**src/rtl/injection_sweep_controller.sv**
```systemverilog
// Injection-rate sweep controller.
// Steps a traffic generator through NO_POINTS injection rates. Each point runs
// flush -> warm-up -> measure -> drain -> report. Packet count and latency sum
// are accumulated during measure and drain, and are handed out over a
// valid/ready report interface.
module injection_sweep_controller #(
   parameter int NO_POINTS     = 4,
   parameter int RATE_W        = 8,
   parameter int RATE_START    = 8,
   parameter int RATE_STEP     = 8,
   parameter int FLUSH_CYCLES  = 4,
   parameter int WARM_UP_TIME  = 2000,
   parameter int SIM_TIME      = 500000,
   parameter int DRAIN_TIMEOUT = 20000,
   parameter int CNT_W         = 32
) (
   input  logic              clk,
   input  logic              rs,
   input  logic              start,
   input  logic              busy,
   input  logic              pkt_rcv,
   input  logic [CNT_W-1:0]  lat_in,
   input  logic              report_ready,
   output logic              full_rs,
   output logic              inject_en,
   output logic [RATE_W-1:0] rate_code,
   output logic [2:0]        phase,
   output logic [7:0]        point_idx,
   output logic              report_valid,
   output logic [CNT_W-1:0]  report_pkts,
   output logic [CNT_W-1:0]  report_lat_sum,
   output logic [1:0]        report_flags,
   output logic              done
);

   typedef enum logic [2:0] {
      IDLE    = 3'd0,
      FLUSH   = 3'd1,
      WARMUP  = 3'd2,
      MEASURE = 3'd3,
      DRAIN   = 3'd4,
      REPORT  = 3'd5,
      DONE    = 3'd6
   } state_t;

   // Each phase counter runs from 0 up to its "last" value, so a phase lasts
   // exactly N cycles.
   localparam logic [CNT_W-1:0]  FLUSH_LAST = CNT_W'(FLUSH_CYCLES - 1);
   localparam logic [CNT_W-1:0]  WARM_LAST  = CNT_W'(WARM_UP_TIME - 1);
   localparam logic [CNT_W-1:0]  SIM_LAST   = CNT_W'(SIM_TIME - 1);
   localparam logic [CNT_W-1:0]  DRAIN_LAST = CNT_W'(DRAIN_TIMEOUT - 1);
   localparam logic [CNT_W-1:0]  CNT_ONE    = CNT_W'(1);
   localparam logic [7:0]        LAST_PT    = 8'(NO_POINTS - 1);
   localparam logic [RATE_W-1:0] RATE_START_C = RATE_W'(RATE_START);
   localparam logic [RATE_W-1:0] RATE_STEP_C  = RATE_W'(RATE_STEP);

   // Widening adds. The top bit is the carry used for saturation.
   function automatic logic [CNT_W:0] add_cnt(input logic [CNT_W-1:0] a,
                                              input logic [CNT_W-1:0] b);
      return {1'b0, a} + {1'b0, b};
   endfunction

   function automatic logic [CNT_W-1:0] sat_cnt(input logic [CNT_W:0] s);
      return s[CNT_W] ? '1 : s[CNT_W-1:0];
   endfunction

   function automatic logic [RATE_W-1:0] sat_rate_add(input logic [RATE_W-1:0] a,
                                                      input logic [RATE_W-1:0] b);
      logic [RATE_W:0] s;
      s = {1'b0, a} + {1'b0, b};
      return s[RATE_W] ? '1 : s[RATE_W-1:0];
   endfunction

   state_t              state_q;
   logic [CNT_W-1:0]    cnt_q;
   logic                full_rs_q;
   logic                inject_q;
   logic [RATE_W-1:0]   rate_q;
   logic [7:0]          pt_q;
   logic                valid_q;
   logic [CNT_W-1:0]    pkts_q;
   logic [CNT_W-1:0]    lat_q;
   logic [1:0]          flags_q;
   logic                done_q;

   logic [CNT_W:0]      lat_ext;
   logic [CNT_W-1:0]    lat_d;
   logic [CNT_W-1:0]    pkts_d;
   logic [RATE_W-1:0]   rate_d;
   logic                count_en;

   // Saturating accumulate and rate-step values for the next edge.
   always_comb begin
      lat_ext  = add_cnt(lat_q, lat_in);
      lat_d    = sat_cnt(lat_ext);
      pkts_d   = sat_cnt(add_cnt(pkts_q, CNT_ONE));
      rate_d   = sat_rate_add(rate_q, RATE_STEP_C);
      count_en = pkt_rcv && ((state_q == MEASURE) || (state_q == DRAIN));
   end

   // Sweep FSM with registered outputs and statistics accumulation.
   always_ff @(posedge clk) begin
      if (rs) begin
         state_q   <= IDLE;
         cnt_q     <= '0;
         full_rs_q <= 1'b0;
         inject_q  <= 1'b0;
         rate_q    <= RATE_START_C;
         pt_q      <= '0;
         valid_q   <= 1'b0;
         pkts_q    <= '0;
         lat_q     <= '0;
         flags_q   <= '0;
         done_q    <= 1'b0;
      end else begin
         if (count_en) begin
            pkts_q <= pkts_d;
            lat_q  <= lat_d;
            if (lat_ext[CNT_W]) flags_q[0] <= 1'b1;
         end
         case (state_q)
            IDLE, DONE: begin
               if (start) begin
                  state_q   <= FLUSH;
                  cnt_q     <= '0;
                  pt_q      <= '0;
                  done_q    <= 1'b0;
                  rate_q    <= RATE_START_C;
                  full_rs_q <= 1'b1;
               end
            end
            FLUSH: begin
               // Statistics start clean for every point.
               pkts_q  <= '0;
               lat_q   <= '0;
               flags_q <= '0;
               if (cnt_q == FLUSH_LAST) begin
                  state_q   <= WARMUP;
                  cnt_q     <= '0;
                  full_rs_q <= 1'b0;
                  inject_q  <= 1'b1;
               end else begin
                  cnt_q <= cnt_q + CNT_ONE;
               end
            end
            WARMUP: begin
               if (cnt_q == WARM_LAST) begin
                  state_q <= MEASURE;
                  cnt_q   <= '0;
               end else begin
                  cnt_q <= cnt_q + CNT_ONE;
               end
            end
            MEASURE: begin
               if (cnt_q == SIM_LAST) begin
                  state_q  <= DRAIN;
                  cnt_q    <= '0;
                  inject_q <= 1'b0;
               end else begin
                  cnt_q <= cnt_q + CNT_ONE;
               end
            end
            DRAIN: begin
               // An idle network wins over a timeout landing on the same cycle.
               if (!busy) begin
                  state_q <= REPORT;
                  cnt_q   <= '0;
                  valid_q <= 1'b1;
               end else if (cnt_q == DRAIN_LAST) begin
                  state_q    <= REPORT;
                  cnt_q      <= '0;
                  valid_q    <= 1'b1;
                  flags_q[1] <= 1'b1;
               end else begin
                  cnt_q <= cnt_q + CNT_ONE;
               end
            end
            REPORT: begin
               if (report_ready) begin
                  valid_q <= 1'b0;
                  if (flags_q[1] || (pt_q == LAST_PT)) begin
                     state_q <= DONE;
                     done_q  <= 1'b1;
                  end else begin
                     state_q   <= FLUSH;
                     cnt_q     <= '0;
                     pt_q      <= pt_q + 8'd1;
                     rate_q    <= rate_d;
                     full_rs_q <= 1'b1;
                  end
               end
            end
            default: begin
               state_q <= IDLE;
            end
         endcase
      end
   end

   assign full_rs        = full_rs_q;
   assign inject_en      = inject_q;
   assign rate_code      = rate_q;
   assign phase          = state_q;
   assign point_idx      = pt_q;
   assign report_valid   = valid_q;
   assign report_pkts    = pkts_q;
   assign report_lat_sum = lat_q;
   assign report_flags   = flags_q;
   assign done           = done_q;

endmodule

```
**config.mk**
```make
export PLATFORM = sky130hd
export DESIGN_NAME = injection_sweep_controller
export DESIGN_NICKNAME = d
export VERILOG_FILES = /design/src/rtl/injection_sweep_controller.sv
export SDC_FILE = /design/constraint.sdc
export NUM_CORES = 1
export LEC_CHECK = 0
export ABC_CLOCK_PERIOD_IN_PS = 4200
export CAP_MARGIN = 30
export CORE_UTILIZATION = 45
export DETAILED_ROUTE_END_ITERATION = 10
export PLACE_DENSITY = 0.75
export SLEW_MARGIN = 20
export SYNTH_ARGS = -nofsm -noshare
export SYNTH_HDL_FRONTEND = slang
export SYNTH_SLANG_ARGS = --single-unit
```
**constraint.sdc**
```tcl
create_clock -name clk -period 4.2 [get_ports clk]
set_input_delay 0.84 -clock clk [delete_from_list [all_inputs] [get_ports clk]]
set_output_delay 0.84 -clock clk [all_outputs]
set_load 0.05 [all_outputs]
```
---- Yosys cells after proc, flatten, opt, wreduce, memory -nomap -nowiden ----
Index checks and enable logic that the tools add are counted.
storage, ports and cells
  word-level logic and storage cells ...... 106
  output and inout bits ................... 89
  register bits after elaboration ......... 121
operators by class
  reductions and logical operators ........ 21
  eq/ne operators ......................... 21
  $add $sub $neg .......................... 5
  multiplexer cells ....................... 47
operators by type and width
  cell                                                    count
  2-to-1 mux 32 bit                                       10
  one-hot mux 32 bit (6 select lines)                     1
  2-to-1 mux 8 bit                                        7
  adder 32 x 1 -> 33 bit (second input constant)          1
  adder 32 x 32 -> 33 bit                                 1
  adder 32 x 1 -> 32 bit (second input constant)          1
  equality test 32 x 11 -> 1 bit (second input constant)  1
  equality test 32 x 15 -> 1 bit (second input constant)  1
  equality test 32 x 19 -> 1 bit (second input constant)  1
  equality test 32 x 2 -> 1 bit (second input constant)   1
  one-hot mux 8 bit (2 select lines)                      2
  2-to-1 mux 3 bit                                        8
  one-hot mux 3 bit (6 select lines)                      1
  != test 2 bit (second input constant)                   7
  2-to-1 mux 1 bit                                        13
  AND reduction 4 bit                                     3
  adder 8 x 4 -> 9 bit (second input constant)            1
  equality test 3 bit (second input constant)             3
  AND reduction 3 bit                                     3
  adder 8 x 1 -> 8 bit (second input constant)            1
  equality test 8 x 2 -> 1 bit (second input constant)    1
  one-hot mux 1 bit (2 select lines)                      4
  nonzero test 2 bit                                      4
  equality test 3 x 2 -> 1 bit (second input constant)    2
  other kinds (13)                                        16

---- Logic depth before layout (Yosys ltp) ----
  depth in word-level cells ............... 5
  depth in mapped cells ................... 12

---- Worst setup path after synthesis ----
OpenSTA, ideal clock, no wires.
  path type ............................... input to register
  from .................................... in lat_in[0]
  to ...................................... reg lat_q[10] (netlist: report_lat_sum[10])
  stages on the path ...................... 12
  slack ................................... 0.783 ns
  data arrival time ....................... 3.297 ns
  buffers on the path ..................... 2
  required time ........................... 4.080 ns
  path through ............................ ha_1 -> fa_1 -> a21o_1 -> a221oi_2 -> nor4_1 -> o211ai_1 -> a211oi_1 -> o31ai_1 -> and3_1 -> buf_2 -> buf_4 -> a21oi_1
between the ends
  word-level cells in the longest chain between the ends .. 2
ends and longest elaborated chain
  what                     line  RTL
  start, declared          22    input logic [CNT_W-1:0] lat_in,
  adder 32 x 32 -> 33 bit  60    return {1'b0, a} + {1'b0, b};
  2-to-1 mux 32 bit        64    return s[CNT_W] ? '1 : s[CNT_W-1:0];
  end signal, assigned     118   lat_q <= lat_d;
  end, declared            82    logic [CNT_W-1:0] lat_q;
Every way passes these cells.
A chain may end at the register's enable or synchronous reset.

---- Final worst setup path ----
  from .................................... in lat_in[0]
  to ...................................... reg lat_q[26] (netlist: report_lat_sum[26])
The elaborated chain is that of the path after synthesis.

==> impl_summary.md <==
Outcome
The run finished with clean final reports.

Timing
Based on the critical path, the design can be clocked at up to 281 MHz. At the pin with the least slew margin, the transition time is 0.732 ns. Measured against its own limit, the worst slew margin works out to 51.1%. Subtracting the final worst setup slack from the clock period gives roughly 3.6 ns.

The total setup violations reported at the end of the flow is 0. The setup TNS is 0 ns. The final worst-path cycle share is between 80% and 90%. For the final database, setup skew stands at 0.00494 ns. The max-slew violation count was 0. Setup repair after global routing left no endpoint under its margin. The final hold violation count is 0.

Die
127 I/O pins were placed. The placeable core region is 14800 µm². From bottom edge to top edge, the die measures 126 µm. The total die area is 15900 µm². The initial core utilization is 46.9%.

In this run the core area contains 44 standard-cell rows. The die outline width is 126 µm.

Clocking
The sink count of the clock tree is 119. TritonCTS built the clock tree. In this run, post-CTS repair resized a total of 0 instances.

The later pin in the worst-skew pair is clocked with a latency of ~0.42 ns. The tree is rooted in a sky130_fd_sc_hd__clkbuf_16. The H-tree was split into 4 levels. In this run the post-CTS setup repair buffer count came out at 0.

In this run, CTS created clock tree buffers numbering 17. The buffer levels on the longest clock path is 2. The number of buffers added to fix hold violations after cts is 0. The clock transition time at the flip-flop clock pins of the worst setup and hold paths is 0.06 ns.

Placed design
The congestion estimate from routability-driven global placement came to 0.887. The total of buffers placed on input and output ports is 126. Detailed placement ended at an HPWL of 12400 µm.

Global route
The via count of the first global-routing pass came to approximately 6.1k. The initial antenna violation count is 0. The combined global-route utilization of all metal layers is between 20% and 30%. The first global-routing pass estimated a little under 30000 µm of wire. The pin count of the biggest net entering global routing is 41. The total overflow left after global routing is 0.

Power and ir drop
The switching part of the total is 37.1%. In this run, the combinational gates consume about a third of the power. The power density of the placed cells is 443 nW/µm². Cell internal power was estimated by the tool at 2.48 mW. The share of total power dissipated in the clock network is between 30 and 40%.

In this run the power spent charging and discharging nets is 1.46 mW. For this design the static power due to leakage is 3.40 nW. Per report_power, the sequential group accounts for 33.3% of the total. Across the VDD grid, the largest voltage drop is 0.314 mV.

Worst setup path
The largest single stage delay on the critical path is 0.41 ns. The maximum fanout along the worst path is 23. The signal arrival time at the worst endpoint is 3.87 ns.

STA puts the critical path data required time at 4.51 ns. The worst reg2reg path startpoint is report_lat_sum[0]. The startpoint-to-endpoint class of the critical path is in -> reg.

In this run the critical register-to-register path is captured at report_lat_sum[26]. The worst setup path is captured at a register. The depth of the worst register-to-register path is 11. On the critical path, the stage with the largest delay is an instance of sky130_fd_sc_hd__clkdlybuf4s50_1. Walking the worst path, the cells encountered are clkdlybuf4s50_1, ha_1, fa_1, a21o_1, a221oi_2, nor4_1, o211ai_1, a211oi_1, o31ai_1, and3_1, buf_12, a21oi_1. The reg2reg setup slack is approximately 1.2 ns. The category of the worst setup path launch point is an input pin.

Finish
The final net count is approximately 1.0k. Fill cells in the final layout number roughly 1.3k. Compared with the post-synthesis result, the final layout area differs by 28.4%.

The utilization after layout is about three fifths. The number of diodes is 0. The fraction of layout cells with a size suffix above 1 is 6.10%.

Yosys
The mean area per synthesized cell is 8.14 µm². The largest total area in the synthesized netlist belongs to sky130_fd_sc_hd__dfxtp_1. The proportion of synthesized flip-flops having asynchronous set or reset is 0%. By area the synthesized netlist is led by sky130_fd_sc_hd__dfxtp_1 (34%), sky130_fd_sc_hd__ha_1 (6.5%), sky130_fd_sc_hd__a21oi_1 (6.4%). The number of distinct library cell variants in the gate-level netlist after synthesis is 63.

The gate count of the mapped netlist is 851. The register area share after synthesis is 34.4%. The count of yosys warnings during synthesis is 0. The synthesized design devotes to its leading area cell type 34.4% of total area. The synthesized design contains 0 enable-type register cells. By instance count, the leading cell after synthesis is sky130_fd_sc_hd__dfxtp_1.

The number of nets produced by synthesis is 926. In the synthesized netlist the dominant register cell turns out to be sky130_fd_sc_hd__dfxtp_1. The mapped netlist covers roughly 6900 µm².

In this run, synthesis produced a sequential element count of 119. By count the netlist is led by sky130_fd_sc_hd__dfxtp_1 (119), sky130_fd_sc_hd__nor2_1 (99), sky130_fd_sc_hd__a21oi_1 (88).

Worst hold path
The type of the tightest min-delay check is reg -> reg. For hold timing, the worst endpoint is inject_en. Counting instances, the worst hold path has a depth of 2. In this run the most critical hold path is launched from inject_en.

Routing
In the routed design, unresolved DRC markers number 0. The detailed-route vias per instance is 5.68. Dividing the detail-routed wire length by the instance count gives approximately 15 µm.

The first-iteration detailed-routing DRC count is 455. Across all layers, the routed design uses 6633 vias. The detail route stage leaves a number of antenna-violating nets equal to 0. The iteration count of the initial detailed-routing pass is 4. The routed design has 17500 µm of wire.

Run
The max-capacitance violation count is 0.
## placed cells by master (no fill, tap or decap), types with 22 or more instances in the layout
cell type	count
sky130_fd_sc_hd__a21oi_1	88
sky130_fd_sc_hd__and3_1	26
sky130_fd_sc_hd__clkdlybuf4s50_1	126
sky130_fd_sc_hd__dfxtp_1	119
sky130_fd_sc_hd__ha_1	36
sky130_fd_sc_hd__nand2_1	59
sky130_fd_sc_hd__nand3_1	35
sky130_fd_sc_hd__nor2_1	98
sky130_fd_sc_hd__nor3_1	22
sky130_fd_sc_hd__o21ai_0	55
sky130_fd_sc_hd__xnor2_1	35
sky130_fd_sc_hd__xor2_1	50
## worst max-delay path by stage
stage              start                  to  slack, ns
2_1_floorplan  lat_in[0]  report_lat_sum[10]       0.78
3_3_place_gp   lat_in[0]   report_lat_sum[3]       0.28
3_5_place_dp   lat_in[0]  report_lat_sum[14]       0.21
4_1_cts        lat_in[0]  report_lat_sum[14]       0.64
5_1_grt        lat_in[0]   report_lat_sum[1]       0.45
6_report       lat_in[0]  report_lat_sum[26]       0.64
## cells by family (layout without fill, tap and decap cells)
logic type | Yosys count | in the layout | share of synthesized area (%)
AND/OR/NAND/NOR | 325 | 325 | 23.7
AO/OA/AOI/OAI | 225 | 225 | 20.1
flip-flops | 119 | 119 | 34.4
XOR/XNOR | 85 | 85 | 10.8
buffers and inverters | 55 | 187 | 3.49
adder cells (fa/ha/maj) | 37 | 37 | 6.80
multiplexers | 5 | 5 | 0.723
## metrics by stage
| step | area [µm²] | cells | setup WS [ns] | hold slack [ns] | power [mW] |
|---|---|---|---|---|---|
| 3_5_place_dp | 8330 | 1135 | 0.210 | 0.463 | 2.59 |
| 3_3_place_gp | 8330 | 1135 | 0.278 | 0.461 | 2.58 |
| 6_report | 8890 | 1167 | 0.642 | 0.472 | 3.94 |
| 2_1_floorplan | 6920 | 851 | 0.783 | 0.454 | 2.23 |
| 4_1_cts | 8890 | 1167 | 0.643 | 0.471 | 3.95 |
| 5_1_grt | 8890 | 1167 | 0.455 | 0.486 | 4.14 |
## power by group through the flow
stage	sequential [mW]	combinational, mW	clock (mW)
finish	1.31	1.27	1.35
floorplan	1.51	0.724	0
CTS	1.31	1.27	1.37
detailed placement	1.33	1.26	0
global placement	1.33	1.25	0
global route	1.32	1.39	1.43
## cell type report
cell class	count	area, µm²	area share [%]
flip-flops and latches	119	2380	26.8
clock buffers	22	484	5.45
clock inverters	10	71.3	0.803
repair buffers	135	1340	15.1
well taps	184	230	2.59
inverters	20	75.1	0.845
multi-input cells	677	4300	48.4
## critical path, delay by kind of cell
family                   cells  cell delay, ns
AND/OR/NAND/NOR              2            0.39
buffers and inverters        2            0.59
adder cells (fa/ha/maj)      2            0.64
AO/OA/AOI/OAI                6            1.39
## routing by layer
metal	vias to the layer above	global-route usage (%)	wire, µm
li1	3310	-	-
met1	3082	30.1	8320
met3	30	5.27	1000
met5	-	0	0
met2	211	34.9	7780
met4	0	8.93	363
## flip-flops by register name, indices dropped and copies added (netlist names)
name / cells
cnt_q: 32
done: 1
full_rs: 1
inject_en: 1
phase: 3
point_idx: 8
rate_code: 6
report_flags: 2
report_lat_sum: 32
report_pkts: 32
report_valid: 1
Note: power is estimated with default switching activity, not from simulation.
